## src/rtl/qcm_pkg.sv

```systemverilog
// Shared definitions for the capacitor-bank tuning sequencer.
package qcm_pkg;
  localparam int STATE_W = 7;
  localparam int MAX_STATE = 80;
  localparam logic [STATE_W-1:0] BASELOAD_STATE = '0;

  typedef enum logic [2:0] {
    S_IDLE,
    S_QUALIFY,
    S_BREAK,
    S_LOAD,
    S_HOLD
  } seq_state_e;
endpackage

```

## src/rtl/seq_timer.sv

```systemverilog
// Loadable down-counter shared by the settle, break and hold phases.
// done is high on the last counted cycle (count of 1), so a load of N
// gives N clock edges including the one that observes done.
module seq_timer #(
  parameter int CNT_W = 8
) (
  input  logic             clk,
  input  logic             reset,
  input  logic             load,
  input  logic [CNT_W-1:0] load_val,
  input  logic             dec,
  output logic             done
);
  logic [CNT_W-1:0] count;

  assign done = (count <= CNT_W'(1));

  // load takes priority over decrement; counter saturates at zero
  always_ff @(posedge clk or posedge reset) begin
    if (reset)                         count <= '0;
    else if (load)                     count <= load_val;
    else if (dec && (count != '0))     count <= count - CNT_W'(1);
  end
endmodule

```

## src/rtl/lut_state_sequencer.sv

```systemverilog
// Qualifies LUT tuning requests and applies them break-before-make:
// drivers off, new state loaded, drivers on, then a minimum dwell.
module lut_state_sequencer #(
  parameter int STATE_W       = qcm_pkg::STATE_W,
  parameter int MAX_STATE     = qcm_pkg::MAX_STATE,
  parameter int SETTLE_CYCLES = 4,
  parameter int BREAK_CYCLES  = 16,
  parameter int HOLD_CYCLES   = 16,
  parameter int CNT_W         = 8
) (
  input  logic               clk,
  input  logic               reset,
  input  logic               enable,
  input  logic [STATE_W-1:0] lut_state,
  input  logic               clr_err,
  output logic [STATE_W-1:0] applied_state,
  output logic               drv_en,
  output logic               state_strobe,
  output logic               busy,
  output logic               range_err
);
  import qcm_pkg::*;

  localparam logic [STATE_W-1:0] MAX_CODE  = STATE_W'(MAX_STATE);
  localparam logic [STATE_W-1:0] BASE_CODE = STATE_W'(BASELOAD_STATE);
  // The first matching sample is taken in IDLE, so the timer covers the rest.
  localparam logic [CNT_W-1:0]   SETTLE_LD = CNT_W'(SETTLE_CYCLES - 1);
  localparam logic [CNT_W-1:0]   BREAK_LD  = CNT_W'(BREAK_CYCLES);
  localparam logic [CNT_W-1:0]   HOLD_LD   = CNT_W'(HOLD_CYCLES);

  seq_state_e         st, nxt;
  logic [STATE_W-1:0] cand, nxt_cand, nxt_app;
  logic               nxt_drv, nxt_strobe, nxt_err, lut_bad;
  logic               t_load, t_dec, t_done;
  logic [CNT_W-1:0]   t_val;

  assign lut_bad = (lut_state > MAX_CODE);

  seq_timer #(.CNT_W(CNT_W)) u_timer (
    .clk      (clk),
    .reset    (reset),
    .load     (t_load),
    .load_val (t_val),
    .dec      (t_dec),
    .done     (t_done)
  );

  // Next-state and next-output decode
  always_comb begin
    nxt        = st;
    nxt_cand   = cand;
    nxt_app    = applied_state;
    nxt_drv    = drv_en;
    nxt_strobe = 1'b0;
    t_load     = 1'b0;
    t_val      = '0;
    t_dec      = 1'b0;
    // a set in the same cycle as a clear wins
    nxt_err    = (enable && lut_bad) || (range_err && !clr_err);
    case (st)
      S_IDLE: begin
        nxt_drv = enable;
        if (enable && !lut_bad && (lut_state != applied_state)) begin
          nxt_cand = lut_state;
          t_load   = 1'b1;
          t_val    = SETTLE_LD;
          nxt      = S_QUALIFY;
        end
      end
      S_QUALIFY: begin
        if (!enable) begin
          nxt = S_IDLE;
        end else if (lut_state != cand) begin
          // back to the applied value, or garbage: drop the request quietly
          if ((lut_state == applied_state) || lut_bad) begin
            nxt = S_IDLE;
          end else begin
            nxt_cand = lut_state;
            t_load   = 1'b1;
            t_val    = SETTLE_LD;
          end
        end else if (t_done) begin
          nxt_drv = 1'b0;
          t_load  = 1'b1;
          t_val   = BREAK_LD;
          nxt     = S_BREAK;
        end else begin
          t_dec = 1'b1;
        end
      end
      S_BREAK: begin
        nxt_drv = 1'b0;
        if (!enable) begin
          nxt = S_IDLE;
        end else if (t_done) begin
          nxt_app    = cand;
          nxt_strobe = 1'b1;
          nxt        = S_LOAD;
        end else begin
          t_dec = 1'b1;
        end
      end
      S_LOAD: begin
        if (!enable) begin
          nxt_drv = 1'b0;
          nxt     = S_IDLE;
        end else begin
          nxt_drv = 1'b1;
          t_load  = 1'b1;
          t_val   = HOLD_LD;
          nxt     = S_HOLD;
        end
      end
      S_HOLD: begin
        // lut_state deliberately ignored for the dwell
        if (!enable) begin
          nxt_drv = 1'b0;
          nxt     = S_IDLE;
        end else begin
          nxt_drv = 1'b1;
          if (t_done) nxt = S_IDLE;
          else        t_dec = 1'b1;
        end
      end
      default: nxt = S_IDLE;
    endcase
  end

  // State and registered outputs
  always_ff @(posedge clk or posedge reset) begin
    if (reset) begin
      st            <= S_IDLE;
      cand          <= BASE_CODE;
      applied_state <= BASE_CODE;
      drv_en        <= 1'b0;
      state_strobe  <= 1'b0;
      busy          <= 1'b0;
      range_err     <= 1'b0;
    end else begin
      st            <= nxt;
      cand          <= nxt_cand;
      applied_state <= nxt_app;
      drv_en        <= nxt_drv;
      state_strobe  <= nxt_strobe;
      busy          <= (nxt != S_IDLE);
      range_err     <= nxt_err;
    end
  end
endmodule

```

## config.mk

```make
export PLATFORM = sky130hd
export DESIGN_NAME = lut_state_sequencer
export DESIGN_NICKNAME = d
export VERILOG_FILES = /design/src/rtl/qcm_pkg.sv /design/src/rtl/seq_timer.sv /design/src/rtl/lut_state_sequencer.sv
export SDC_FILE = /design/constraint.sdc
export NUM_CORES = 1
export LEC_CHECK = 0
export BUFFER_PORTS_ARGS = -buffer_cell sky130_fd_sc_hd__buf_2
export CAP_MARGIN = 15
export CORE_UTILIZATION = 25
export DETAILED_ROUTE_END_ITERATION = 12
export PLACE_DENSITY = 0.42
export SYNTH_ARGS = -nofsm -noshare
export SYNTH_HDL_FRONTEND = slang
export SYNTH_SLANG_ARGS = --single-unit
```

## constraint.sdc

```tcl
create_clock -name clk -period 2.4 [get_ports clk]
set_input_delay 0.24 -clock clk [delete_from_list [all_inputs] [get_ports clk]]
set_output_delay 0.24 -clock clk [all_outputs]
set_load 0.01 [all_outputs]
```

==> results.cfg, run 1 <==
[pwr]
p_leak_nw = 0.946
peakVddDrop_uv = 256
total_power_w = 0.00107
p_clk_share_pct = 36.2
seqPwrFrac_pct = 50.6
p_per_area_nw_per_um2 = 545
netSwitchingPower_w = 0.000284
p_int_w = 0.000784
p_comb_share_pct = 13.2
netSwitchingFraction_pct = 26.6

[grt]
grt_overflow_total = 0
grt_pass1_wl_um = 6230
grt_util_all_layers_pct = 12.6
antenna_found_initial = 0
grt_max_degree = 30
grt_pass1_vias = 1294

[sta]
finalHoldViolations = 0
worst_slew_pin_slew_ps = 428
rsz0062_at_grt = no
period_needed_ps = 2350
fmax_mhz = 426
clock_skew_ps = 4.37
slew_headroom_pct = 71.3
post-route-period-util_pct = 97.9
slew_viol_final = 0
tns_ps = 0
fin_ws_ps = 51.4
setup_viol = 0

[yosys]
ys_types = 38
yosys_warnings = 0
synth_top_area_share_pct = 45.7
synth_flop_cell = dfrtp_1
synth_edf_count = 0
ys_top_cells_by_area = dfrtp_1, mux2_4, xnor2_1
postSynthNetCount = 162
ys_seq_area_share_pct = 45.7
async_reset_ff_share_pct = 100
synth_area_per_cell_um2 = 10.7
yosysTopAreaCell = dfrtp_1
syn_inst = 149
synth-seq-cells = 29
syn_area_um2 = 1590

[routing]
drt-wirelength-per-cell_um = 14.0
drc = 0
detail-route-antenna-nets = 0
wl_um = 3680
dr.pass1.iters = 4
via_count = 1243
viasPerCell = 4.74
drt_iter0_markers = 68

[setup_path]
r2r_cells = 5
crit_chain = or4_4, or4_4, or3_1, buf_4, mux2_4
cp.buffers_inverters = 1
slowest_delay_ps = 560
r2r_setup_slack_ps = 50
crit_family = simple AND/OR/NAND/NOR gates
cp-start-kind = register
reg2reg_from = u_timer.count[5]
arrival_ps = 2500
critical_path_required_ps = 2560
critical_path.max_fanout = 8
cpMaxStageDelayCell = or4_4
setup.worst_path.end_class = register
worstSetupPathType = register to register
crit_top_cell = or4_4
r2r_end = applied_state[0]

[finish]
stdcell_count = 262
fin_util_pct = 32.5
drive_gt1_share_pct = 35.8
fillers = 643
finalNetCount = 199
area_growth_pct = 23.2
diodes = 0

[clocking]
cts-resized-gates = 0
cts_root_buffer = clkbuf_8
cts_made_buffers = 5
cts_setup_buffers = 0
cts_hold_buf = 0
clk_path_buf_depth = 2
cts_tree = done
cts_sinks = 29
cts.reportedPaths.clkPinSlew_ps = 70
cts_max_level = 2
clk_latency_ps = 270

[die]
die_y_um = 81.7
num_rows = 28
die_area_um2 = 6680
io_pins = 22
initial_core_util_pct = 26.4
core-area_um2 = 6030
die_w_um = 81.7

[placed_design]
placed_cells = 254
portBuffers = 21
gp_congestion = 0.772
dp_hpwl_um = 2790
place_ws_ps = 59.6

[status]
status = finished, final reports clean

[min_path]
hp-class = primary input to async pin

[flow_run]
cap_viol_max_count = 0
-- through the flow --
step	cell area [µm²]	hold slack [ps]
finish	1960	26.6
global route	1960	61.8
CTS	1950	43.0
detailed placement	1860	347
global placement	1860	335
floorplan	1590	318
-- cell type report --
type                       instances  area [µm²]  share of cell area, %
clock inverter                     2        10.0                  0.511
timing repair buffer              35         210                   10.7
multi-input combinational        107         816                   41.7
sequential                        29         726                   37.1
inverter                           8        30.0                   1.53
tap                               75        93.8                   4.79
clock buffer                       6        72.6                   3.71
-- routing by layer --
layer  GRT usage [%]  vias to the layer above  wire length (µm)
met1            16.5                      608              1820
met3            3.11                        5               126
met2            20.2                       21              1690
li1                -                      609                 -
met5               0                        -                 0
met4            4.21                        0                37
-- cell usage after synthesis, drive strengths merged (3+ instances only) --
cell,instances
xor2,4
buf,3
or3,5
mux2,14
nor4,6
a21oi,10
nand3,3
nor2,6
nor3,4
or2,3
inv,8
o211ai,3
o21ai,7
nand2,8
dfrtp,29
xnor2,11
or4,6
-- cells by family (layout without fill, tap and decap cells) --
family                   after synthesis  in the layout  synth area share [%]
AND/OR/NAND/NOR                       46             46                  17.4
AO/OA/AOI/OAI                         29             29                  11.2
flip-flops                            29             29                  45.7
XOR/XNOR                              15             15                  8.27
multiplexers                          15             15                  12.2
buffers and inverters                 13             51                  3.70
adder cells (fa/ha/maj)                2              2                  1.57
-- cell usage in the layout, fill, tap and decap left out, types with 3 or more instances in the layout --
cell,synthesis,routed
a21oi_1,10,10
buf_2,2,21
buf_4,0,14
clkbuf_8,0,5
dfrtp_1,29,29
inv_1,8,8
mux2_2,7,7
mux2_4,7,7
nand2_1,8,8
nand3_1,3,3
nor2_1,6,6
nor3_1,4,4
nor4_1,5,5
o211ai_1,3,3
o21ai_0,7,7
or3_1,4,4
xnor2_1,11,11
xor2_1,4,4
-- worst min-delay path: stages --
cell and delay [ps]:
buf_2 90, inv_1 40, buf_4 340
-- worst max-delay path by stage --
stage	from	end	depth (start not counted)
after floorplan	u_timer.count[5]	applied_state[0]	5
after global placement	cand[5]	cand[2]	7
after detailed placement	u_timer.count[5]	applied_state[2]	5
after CTS	u_timer.count[5]	applied_state[0]	5
after global routing	u_timer.count[5]	applied_state[0]	5
final	u_timer.count[5]	applied_state[0]	5
-- sequential cells by signal, indices dropped and copies added, names as in the netlist --
register / flops
applied_state: 7
busy: 1
cand: 7
drv_en: 1
range_err: 1
st: 3
state_strobe: 1
u_timer.count: 8
-- power by group through the flow --
stage	clock [W]	combinational (W)	sequential, W
final	0.000387	0.000141	0.000540
after detailed placement	0	0.000138	0.000549
after floorplan	0	0.0000867	0.000546
after CTS	0.000403	0.000138	0.000540
after global routing	0.000429	0.000154	0.000544
after global placement	0	0.000134	0.000549
Power figures use the tool's default switching activity.
==> run 2, diff against run 1 <==
--- a/config.mk
+++ b/config.mk
@@ -10,6 +10,8 @@
 export CORE_UTILIZATION = 25
 export DETAILED_ROUTE_END_ITERATION = 12
 export PLACE_DENSITY = 0.42
+export RECOVER_POWER = 100
+export SLEW_MARGIN = 10
 export SYNTH_ARGS = -nofsm -noshare
 export SYNTH_HDL_FRONTEND = slang
 export SYNTH_SLANG_ARGS = --single-unit
==> results.cfg, run 2 (synthesized netlist as in run 1, its figures left out) <==
[routing]
wl_um = 3670
drc = 0
drt-wirelength-per-cell_um = 14.0
via_count = 1243
drt_iter0_markers = 62
viasPerCell = 4.74
detail-route-antenna-nets = 0
dr.pass1.iters = 4

[grt]
grt_pass1_wl_um = 6230
antenna_found_initial = 0
grt_util_all_layers_pct = 12.6
grt_overflow_total = 0
grt_max_degree = 30
grt_pass1_vias = 1294

[finish]
mostFrequentLayoutCell = dfrtp_1
stdcell_count = 262
area_growth_pct = 21.2
top_regs = u_timer.count x8, applied_state x7, cand x7
largest_reg_flops = 8
seqCellArea_um2 = 726
final_cell_mix = dfrtp_1, clkbuf_1, xnor2_1
diodes = 0
fillers = 651
finalNetCount = 199
drive_gt1_share_pct = 27.3
multi_input_area_um2 = 816
fin_util_pct = 32.0
regMostFlops = u_timer.count

[setup_path]
critical_path.max_fanout = 8
setup.worst_path.end_class = register
cp-start-kind = register
reg2reg_from = u_timer.count[5]
cp-startpoint = u_timer.count[5]
crit_end = applied_state[0]
r2r_cells = 5
r2r_setup_slack_ps = 50
r2r_end = applied_state[0]
arrival_ps = 2500
worstSetupPathType = register to register
critical_path_required_ps = 2560

[flow_run]
cap_viol_max_count = 1

[sta]
setup_viol = 0
rsz0062_at_grt = no
clock_skew_ps = 3.89
finalHoldViolations = 0
worst_slew_pin_slew_ps = 1610
tns_ps = 0
period_needed_ps = 2350
post-route-period-util_pct = 97.8
slew_headroom_pct = -7.28
slew_viol_final = 30
fmax_mhz = 426

[min_path]
hold_path_depth = 2
hp-class = primary input to register

[die]
die_area_um2 = 6680
num_rows = 28
initial_core_util_pct = 26.4
io_pins = 22
core-area_um2 = 6030
die_w_um = 81.7
die_y_um = 81.7

[clocking]
cts.reportedPaths.clkPinSlew_ps = 60
clk_latency_ps = 270
cts_setup_buffers = 0
clk_path_buf_depth = 2
cts_hold_buf = 0
cts_tree = done
cts_sinks = 29
cts_max_level = 2
cts_made_buffers = 5
cts_root_buffer = clkbuf_8

[placed_design]
portBuffers = 21
gp_congestion = 0.772
placed_cells = 254
dp_hpwl_um = 2790

[pwr]
p_comb_share_pct = 12.9
p_leak_nw = 0.883
p_per_area_nw_per_um2 = 552
p_int_w = 0.000781
total_power_w = 0.00106
seqPwrFrac_pct = 50.8
netSwitchingPower_w = 0.000283
peakVddDrop_uv = 255
netSwitchingFraction_pct = 26.6
p_clk_share_pct = 36.3

[status]
violations = capacitance limit, slew limit
status = complete, but fails checks
[run 2: metrics by stage]
step / worst slack (ps) / hold slack [ps] / cell area (µm²)
floorplan: 123 / 318 / 1590
global route: 4.66 / 128 / 1930
global placement: 83.0 / 335 / 1860
detailed placement: 59.6 / 347 / 1860
CTS: 36.7 / 43.0 / 1950
finish: 53.0 / 141 / 1930
[run 2: area by class of cell]
cell class              count  share of cell area (%)
multi-input cells         107                    42.4
flip-flops and latches     29                    37.7
repair buffers             35                    9.23
well taps                  75                    4.87
clock buffers               6                    3.77
inverters                   8                    1.56
clock inverters             2                   0.520
[run 2: worst min path at each step]
| stage | start | endpoint | slack, ps |
|---|---|---|---|
| after floorplan | reset | applied_state[0] | 320 |
| after CTS | reset | u_timer.count[2] | 40 |
| final | clr_err | range_err | 140 |
| after global placement | reset | state_strobe | 330 |
| after detailed placement | reset | state_strobe | 350 |
| after global routing | clr_err | range_err | 130 |
[run 2: power groups by stage]
stage               Clock [W]  Combinational [W]  Sequential [W]
floorplan                   0          0.0000867        0.000546
global placement            0           0.000134        0.000549
detailed placement          0           0.000138        0.000549
CTS                  0.000403           0.000138        0.000540
global route         0.000429           0.000151        0.000544
finish               0.000386           0.000137        0.000541
[run 2: repair_timing]
item                                    4_1_cts  5_1_grt
resized for setup                             0        2
endpoints found under the setup margin        0        9
hold endpoints to repair                      0        0
[run 2: critical path: stages, from the launching register on]
cell	delay, ps
dfrtp_1	400
or4_4	560
or4_4	420
or3_1	360
buf_4	190
mux2_4	300
[run 2: layer usage]
metal | GRT usage [%] | vias up | part of all wire [%]
met3 | 3.11 | 5 | 3.4
met5 | 0 | - | 0
li1 | - | 608 | -
met1 | 16.5 | 611 | 49
met4 | 4.21 | 0 | 1.0
met2 | 20.2 | 19 | 46
